File: src/rtl/bf_useq_pkg.sv
// bf_pkg: shared opcode, next-mode, microword field and state definitions for the BF sequencer.
package bf_pkg;
   typedef enum logic [2:0] {
      OP_RIGHT, OP_LEFT, OP_INC, OP_DEC, OP_OUT, OP_IN, OP_JBEG, OP_JEND
   } op_e;
   localparam logic [1:0] NM_SEQ = 2'b00;
   localparam logic [1:0] NM_END = 2'b01;
   localparam logic [1:0] NM_BZ  = 2'b10;
   localparam logic [1:0] NM_JMP = 2'b11;
   localparam int MW_NM_HI  = 15;
   localparam int MW_NM_LO  = 14;
   localparam int MW_TGT_HI = 13;
   localparam int MW_TGT_LO = 8;
   localparam int MW_CTL_HI = 7;
   typedef enum logic [1:0] {S_IDLE, S_FETCH, S_EXEC} state_e;
endpackage

File: src/rtl/bf_useq_if.sv
// bf_useq_if: opcode handshake, microcode store and datapath control signals of the sequencer.
interface bf_useq_if #(parameter int UPC_W = 6);
   logic             op_valid;
   logic [2:0]       op;
   logic             op_ready;
   logic [UPC_W-1:0] upc;
   logic [15:0]      uword;
   logic             zero;
   logic [7:0]       ctrl;
   logic             ctrl_valid;
   logic             ctrl_stall;
   modport master (output op_valid, op, uword, zero, ctrl_stall,
                   input op_ready, upc, ctrl, ctrl_valid);
   modport slave  (input op_valid, op, uword, zero, ctrl_stall,
                   output op_ready, upc, ctrl, ctrl_valid);
endinterface

File: src/rtl/bf_useq_next.sv
// bf_useq_next: next micro-PC selection with end-of-op and overflow detection.
module bf_useq_next import bf_pkg::*; #(
   parameter int UPC_W = 6
) (
   input  logic [1:0]       mode,
   input  logic [UPC_W-1:0] target,
   input  logic [UPC_W-1:0] upc,
   input  logic             zero,
   output logic [UPC_W-1:0] next_upc,
   output logic             done,
   output logic             ovf
);
   logic jump;
   assign jump     = (mode == NM_JMP) || (mode == NM_BZ && zero);
   assign done     = mode == NM_END;
   assign next_upc = jump ? target : upc + UPC_W'(1);
   // sequential advance past the last store word must not wrap
   assign ovf      = !done && !jump && (upc == '1);
endmodule

File: src/rtl/bf_useq.sv
// bf_useq: microcode sequencer dispatching BF opcodes through a 2**UPC_W x 16 microcode store.
module bf_useq import bf_pkg::*; #(
   parameter int UPC_W     = 6,
   parameter int OP_STRIDE = 8,
   parameter int CNT_W     = 16
) (
   input  logic             clk,
   input  logic             rst_n,
   bf_useq_if.slave         bus,
   output logic             busy,
   output logic             uerr,
   output logic [CNT_W-1:0] ucount
);
   state_e           state, state_n;
   logic [UPC_W-1:0] upc_q, upc_n, nxt;
   logic [CNT_W-1:0] ucount_n;
   logic [7:0]       ctrl_q;
   logic             busy_n, uerr_n, done, ovf, exec;

   bf_useq_next #(.UPC_W(UPC_W)) u_next (
      .mode    (bus.uword[MW_NM_HI:MW_NM_LO]),
      .target  (UPC_W'(bus.uword[MW_TGT_HI:MW_TGT_LO])),
      .upc     (upc_q),
      .zero    (bus.zero),
      .next_upc(nxt),
      .done    (done),
      .ovf     (ovf)
   );

   assign exec           = state == S_EXEC;
   assign bus.op_ready   = (state == S_IDLE) && rst_n;
   assign bus.ctrl_valid = exec;
   assign bus.ctrl       = exec ? bus.uword[MW_CTL_HI:0] : ctrl_q;
   assign bus.upc        = upc_q;

   always_comb begin
      state_n  = state;
      upc_n    = upc_q;
      busy_n   = busy;
      uerr_n   = uerr;
      ucount_n = ucount;
      unique case (state)
         S_IDLE: if (bus.op_valid) begin
            upc_n   = UPC_W'(bus.op) * UPC_W'(OP_STRIDE);
            busy_n  = 1'b1;
            state_n = S_FETCH;
         end
         S_FETCH: state_n = S_EXEC;
         S_EXEC: if (!bus.ctrl_stall) begin
            ucount_n = ucount + CNT_W'(ucount != '1);
            if (done || ovf) begin
               busy_n  = 1'b0;
               uerr_n  = uerr | ovf;
               state_n = S_IDLE;
            end else begin
               upc_n   = nxt;
               state_n = S_FETCH;
            end
         end
         default: state_n = S_IDLE;
      endcase
   end

   always_ff @(posedge clk or negedge rst_n) begin
      if (!rst_n) begin
         state  <= S_IDLE;
         upc_q  <= '0;
         ctrl_q <= '0;
         busy   <= 1'b0;
         uerr   <= 1'b0;
         ucount <= '0;
      end else begin
         state  <= state_n;
         upc_q  <= upc_n;
         ctrl_q <= bus.ctrl;
         busy   <= busy_n;
         uerr   <= uerr_n;
         ucount <= ucount_n;
      end
   end
endmodule

File: src/flat_wrapper.sv
// flat-port wrapper written by rule: the top's interface ports become plain ports
module bf_useq_flat import bf_pkg::*;
#(
   parameter int UPC_W     = 6,
   parameter int OP_STRIDE = 8,
   parameter int CNT_W     = 16
)
  (clk, rst_n, busy, uerr, ucount, bus_op_valid, bus_op, bus_uword, bus_zero, bus_ctrl_stall, bus_op_ready, bus_upc, bus_ctrl, bus_ctrl_valid);
  bf_useq_if #(.UPC_W(UPC_W)) bus_i ();
  input  logic clk;
  input  logic rst_n;
  output logic busy;
  output logic uerr;
  output logic [CNT_W-1:0] ucount;
  input wire logic [$bits(bus_i.op_valid)-1:0] bus_op_valid;
  input wire logic [$bits(bus_i.op)-1:0] bus_op;
  input wire logic [$bits(bus_i.uword)-1:0] bus_uword;
  input wire logic [$bits(bus_i.zero)-1:0] bus_zero;
  input wire logic [$bits(bus_i.ctrl_stall)-1:0] bus_ctrl_stall;
  output wire logic [$bits(bus_i.op_ready)-1:0] bus_op_ready;
  output wire logic [$bits(bus_i.upc)-1:0] bus_upc;
  output wire logic [$bits(bus_i.ctrl)-1:0] bus_ctrl;
  output wire logic [$bits(bus_i.ctrl_valid)-1:0] bus_ctrl_valid;
  assign bus_i.op_valid = bus_op_valid;
  assign bus_i.op = bus_op;
  assign bus_i.uword = bus_uword;
  assign bus_i.zero = bus_zero;
  assign bus_i.ctrl_stall = bus_ctrl_stall;
  assign bus_op_ready = bus_i.op_ready;
  assign bus_upc = bus_i.upc;
  assign bus_ctrl = bus_i.ctrl;
  assign bus_ctrl_valid = bus_i.ctrl_valid;
  bf_useq #(.UPC_W(UPC_W), .OP_STRIDE(OP_STRIDE), .CNT_W(CNT_W)) u_core (.clk(clk), .rst_n(rst_n), .bus(bus_i), .busy(busy), .uerr(uerr), .ucount(ucount));
endmodule
File: config.mk
export PLATFORM = sky130hd
export DESIGN_NAME = bf_useq_flat
export DESIGN_NICKNAME = d
export VERILOG_FILES = /design/src/rtl/bf_useq_pkg.sv /design/src/rtl/bf_useq_if.sv /design/src/rtl/bf_useq_next.sv /design/src/rtl/bf_useq.sv /design/src/flat_wrapper.sv
export SDC_FILE = /design/constraint.sdc
export NUM_CORES = 1
export LEC_CHECK = 0
export ABC_AREA = 1
export BUFFER_PORTS_ARGS = -buffer_cell sky130_fd_sc_hd__buf_2
export CELL_PAD_IN_SITES_DETAIL_PLACEMENT = 0
export CELL_PAD_IN_SITES_GLOBAL_PLACEMENT = 2
export CORE_MARGIN = 2
export CORE_UTILIZATION = 25
export CTS_CLUSTER_DIAMETER = 60
export DETAILED_ROUTE_END_ITERATION = 10
export PLACE_DENSITY_LB_ADDON = 0.3
export SETUP_SLACK_MARGIN = 0.2
export SLEW_MARGIN = 20
export SYNTH_ARGS = -nofsm -noshare
export SYNTH_HDL_FRONTEND = slang
export SYNTH_HIERARCHICAL = 1
export SYNTH_SLANG_ARGS = --single-unit
File: constraint.sdc
create_clock -name clk -period 1.8 [get_ports clk]
set_clock_uncertainty 0.05 [all_clocks]
set_input_delay 0.36 -clock clk [delete_from_list [all_inputs] [get_ports clk]]
set_output_delay 0.36 -clock clk [all_outputs]
set_load 0.01 [all_outputs]
Yosys cells after proc, flatten, opt, wreduce, memory -nomap -nowiden
Index checks and enable logic that the tools add are counted.
{"block": "word_totals", "ff_bits": 34, "output_inout_bits": 34, "word_cells": 50}
{"block": "classes", "eq_ne": 11, "bitwise_logic": 2, "add_sub_neg": 2, "mux": 14, "n_reduce_logical": 15}
{"cell": "6-bit 2-to-1 mux", "n": 4}
{"cell": "16-bit by 1-bit adder with 16-bit output", "n": 1}
{"cell": "16-bit inequality test, second input constant", "n": 1}
{"cell": "6-bit one-hot mux with 2 select lines", "n": 1}
{"cell": "8-bit 2-to-1 mux", "n": 1}
{"cell": "2-bit inequality test, second input constant", "n": 4}
{"cell": "4-bit AND reduction", "n": 2}
{"cell": "6-bit by 1-bit adder with 6-bit output, second input constant", "n": 1}
{"cell": "2-bit == test, second input constant", "n": 3}
{"cell": "6-bit == test, second input constant", "n": 1}
{"cell": "2-bit one-hot mux with 3 select lines", "n": 1}
{"cell": "2-bit by 1-bit == test with 1-bit output, second input constant", "n": 2}
{"cell": "1-bit logical AND", "n": 4}
{"cell": "1-bit 2-to-1 mux", "n": 4}
{"cell": "2-bit 2-to-1 mux", "n": 2}
{"cell": "2-bit AND reduction", "n": 2}
{"cell": "3-bit AND reduction", "n": 1}
{"cell": "1-bit zero test", "n": 2}
{"cell": "2-bit zero test", "n": 1}
{"cell": "1-bit logical OR", "n": 2}
{"cell": "1-bit one-hot mux with 2 select lines", "n": 1}
{"cell": "2-bit nonzero test", "n": 1}
{"cell": "1-bit inverter", "n": 1}
{"cell": "1-bit bitwise OR", "n": 1}

Longest topological paths before layout
{"block": "logic_depth", "depth_word": 10, "depth_mapped": 13, "ltp_nobuf": 13}

By module
Netlist, hierarchy kept.
{"module": "bf_useq", "cells_each": 207, "seq_area_each_um2": 850.8, "area_per_inst_um2": 1654.1, "n_inst": 1}
{"module": "bf_useq_next", "cells_each": 38, "seq_area_each_um2": 0.0, "area_per_inst_um2": 205.2, "n_inst": 1}

Least setup slack after synthesis
OpenSTA, ideal clock, no wires.
{"block": "synth_path", "kind": "register -> register", "startpoint": "register u_core.ucount[4]", "endpoint": "register u_core.ucount[4]", "path_stages_with_launch": 11, "setup_slack_ps": -84, "arrival_ps": 1704, "path_buffers": 0, "synth_period_minus_slack_ps": 1884, "setup_time_ps": 130, "cell_sequence": "dfrtp_1 -> nand2_1 -> inv_1 -> nand2_1 -> nor2_1 -> nand2_1 -> ha_1 -> ha_1 -> nand3_1 -> nor2_4 -> xor2_1"}
{"block": "synth_via", "elab_chain_cells": 2}
{"item": "start, declared", "line": "bf_useq.sv:12", "rtl": "output logic [CNT_W-1:0] ucount"}
{"item": "start signal, assigned", "line": "bf_useq.sv:78", "rtl": "ucount <= ucount_n;"}
{"item": "16-bit inequality test", "line": "bf_useq.sv:50", "rtl": "ucount_n = ucount + CNT_W'(ucount != '1);"}
{"item": "16-bit by 1-bit adder with 16-bit output *", "line": "bf_useq.sv:50"}
Mark *: on every way between the ends. The rest lies on a longest branch, timed or not.
A chain may end at the register's enable or synchronous reset.

Worst setup path after layout
{"block": "layout_path", "startpoint": "register u_core.state[1]", "endpoint": "output bus_ctrl[6]"}
{"block": "layout_via", "elab_chain_cells": 2}
{"item": "start, declared", "line": "bf_useq.sv:14", "rtl": "state_e state, state_n;"}
{"item": "start signal, assigned", "line": "bf_useq.sv:73", "rtl": "state <= state_n;"}
{"item": "2-bit == test", "line": "bf_useq.sv:30", "rtl": "assign exec = state == S_EXEC;"}
{"item": "8-bit 2-to-1 mux", "line": "bf_useq.sv:33", "rtl": "assign bus.ctrl = exec ? bus.uword[MW_CTL_HI:0] : ctrl_q;"}
{"item": "end, declared", "line": "flat_wrapper.sv:22", "rtl": "output wire logic [$bits(bus_i.ctrl)-1:0] bus_ctrl;"}
No other way between the ends.

==> summary.txt <==
Outcome
  – Status: finished clean

Power
  – Clk network pwr share: between 10% and 20%
  – Sequential fraction of design power: approximately 29%
  – Switch Pwr: around 0.0016 W
  – Sw Share: approximately two fifths
  – Combinational power share: between 50% and 60%
  – P_leak: between 1.5 and 2 nW
  – Internal power: around 0.0023 W
  – PD cells: ~1300 mW/mm^2
  – VDD IR-drop max: 0.7529 mV

Route
  – 1st-pass router iterations: 4
  – Vias per cell: 4.317
  – Routed WL: approximately 5600 microns
  – Routed Antenna Nets: 0
  – Via count: 1,990
  – First-iteration detailed-routing DRC count: 52
  – WL/cell: approximately 12 microns
  – Drt drc: 0

STA
  – Post-route minimum period: 1669 ps
  – FMAX: ~0.60 GHz
  – Slew headroom: slightly below 70%
  – RSZ-0062 raised after global routing: yes
  – Total negative setup slack: 0 ps
  – Hold slack: between 80 and 90 ps
  – Final Hold Viols: 0
  – Final period util: about 93%
  – Setup violations, final: 0
  – Slew @ Worst Pin: between 400 and 500 ps
  – Max Slew Vio Count: 0

Setup path
  – Crit end category: output port
  – Crit path arrival time: between 1000 and 1500 ps
  – Critical path peak fanout: 6
  – R2r worst-path depth: 12
  – Reg2reg end: u_core/ucount[10]
  – FF-to-FF setup slack: approximately 150 ps
  – Worst EP required: ~1400 ps
  – RR Startpoint: u_core/ucount[4]
  – Critical path class: register to output port
  – Worst setup SP type: register

Clock network
  – Clk buf depth: 2
  – Clock sinks: 34
  – CTS buffer count: 5
  – H-tree depth: 2
  – CTS tree: yes
  – CTS clk-pin slew, worst paths: roughly 70 ps
  – CTS root buf: clkbuf_8
  – Hold bufs inserted after CTS: 0
  – Clock Latency Late Sink: approximately 290 ps

Floorplanning
  – Initial Util: 25.77%
  – Die height: 90.24 microns
  – Die Footprint: 0.008143 sq mm
  – Core area: 0.007214 sq mm
  – Die X: 90.24 microns
  – I/O pins: slightly below 60
  – # rows: 31

Placed design
  – PortBufs: 57
  – GP Congestion: about 0.75
  – Hpwl dp: approximately 3900 microns

Logic synthesis
  – Post-synth EDFFs: 0
  – Cell count after synthesis: 245
  – Synth warn: 6
  – #FFs+latches synth: 34
  – Syn Nets: 273
  – Post-Syn Area: 0.001859 sq mm
  – Syn avg cell area: roughly 7.6 sq um
  – Most used DFF post-synth: dfrtp_1
  – Synth cell types: 28
  – Register area share after synthesis: 45.76%
  – Synth async-reset ratio: 100.0%

Finish
  – Final Util: 41.57%
  – Area added between synthesis and finish: 61.31%
  – Nets@finish: 389
  – Commonest cells after routing, fill and taps aside: nand2_1 (92), buf_2 (55), buf_4 (47), dfrtp_1 (32), inv_1 (18)
  – Layout cell share with drive strength beyond 1: between 40 and 50%
  – Antenna Cells: 0
  – Commonest non-fill, non-tap cell in the layout: nand2_1

Global routing
  – Antenna violations before repair: 0
  – Global-route wire length before repair: between 9000 and 10,000 microns
  – Tot GR Track Use: between 10 and 15%
  – Largest net degree at the start of global routing: 35
  – Vias in the first global route: approximately 2,000
  – Gr ovfl total: 0

Run
  – Max Cap Viol: 0

Worst hold path
  – Hold Path Class: primary input to asynchronous set/reset pin
timing repair:
item | in CTS | in global routing
buffers inserted | 14 | 10
pin swaps | 16 | 25
gates cloned | 3 | 0
endpoints found under the setup margin | 25 | 30
gates resized for setup | 25 | 37
how the worst max path moves through the flow:
stage                          start  depth (start not counted)                end
floorplan           u_core/ucount[7]                         11   u_core/ucount[6]
global placement    u_core/ucount[7]                         11   u_core/ucount[6]
detailed placement  u_core/ucount[7]                         12  u_core/ucount[10]
CTS                 u_core/ucount[4]                         11   u_core/ucount[6]
finish               u_core/state[1]                          5        bus_ctrl[6]
global route        u_core/ucount[4]                         12   u_core/ucount[8]
power groups by stage:
stage                     Sequential (W)  Clock, W  Combinational [W]
after global routing             0.00115  0.000667            0.00243
after CTS                        0.00112  0.000625            0.00194
final                            0.00112  0.000602            0.00220
after global placement           0.00113         0            0.00152
after floorplan                  0.00124         0           0.000766
after detailed placement         0.00114         0            0.00150
logic make-up after synthesis:
group | synth area share, %
simple gates | 35.87
compound gates | 6.258
fa+ha+maj | 2.692
flops | 45.76
buf+inv | 6.123
xor+xnor | 3.298
per-stage QoR:
step	power (W)	cells	area [sq um]	setup slack [ps]
after CTS	0.003687	451	2808	112.9
after global placement	0.002645	426	2489	49.86
after floorplan	0.002003	245	1893	67.85
final	0.003918	461	2999	131.2
after global routing	0.004239	461	2999	38.83
after detailed placement	0.002639	426	2489	0.01499
cell usage after synthesis, types with 3 or more instances:
cell | instances | area share [%]
nand3_1 | 13 | 3.5
nand2_1 | 109 | 22
nor2_1 | 14 | 2.8
o21bai_1 | 3 | 1.2
o21ai_0 | 8 | 2.2
inv_1 | 23 | 4.6
ha_1 | 4 | 2.7
inv_2 | 3 | 0.61
xnor2_1 | 5 | 2.4
dfrtp_1 | 34 | 46
nand4_1 | 7 | 2.4
nand3b_1 | 3 | 1.2
sequential cells by signal, indices dropped and copies added, names as in the netlist:
register / count
u_core/bus.upc: 6
u_core/ucount: 16
u_core/state: 2
u_core/busy: 1
u_core/uerr: 1
u_core/ctrl_q: 8
critical path: stages, from the launching register on:
cell and delay [ps]:
dfrtp_2 430, nand2_4 150, buf_8 130, nand2_1 50, nand2_1 80, buf_2 140
routing by layer:
metal / vias up / part of all wire, % / global-route usage, %
li1: 1010 / - / -
met1: 922 / 48 / 19.10
met2: 52 / 46 / 23.31
met3: 6 / 4.4 / 3.185
met4: 0 / 0.99 / 3.462
met5: - / 0 / 0
area by class of cell:
class	instances	area, sq um
fillers	805	4215
multi-input cells	185	1095
flip-flops and latches	34	853.3
repair buffers	109	726.9
well taps	99	123.9
inverters	26	105.1
clock buffers	6	82.58
clock inverters	2	12.51
Power figures use the tool's default switching activity.
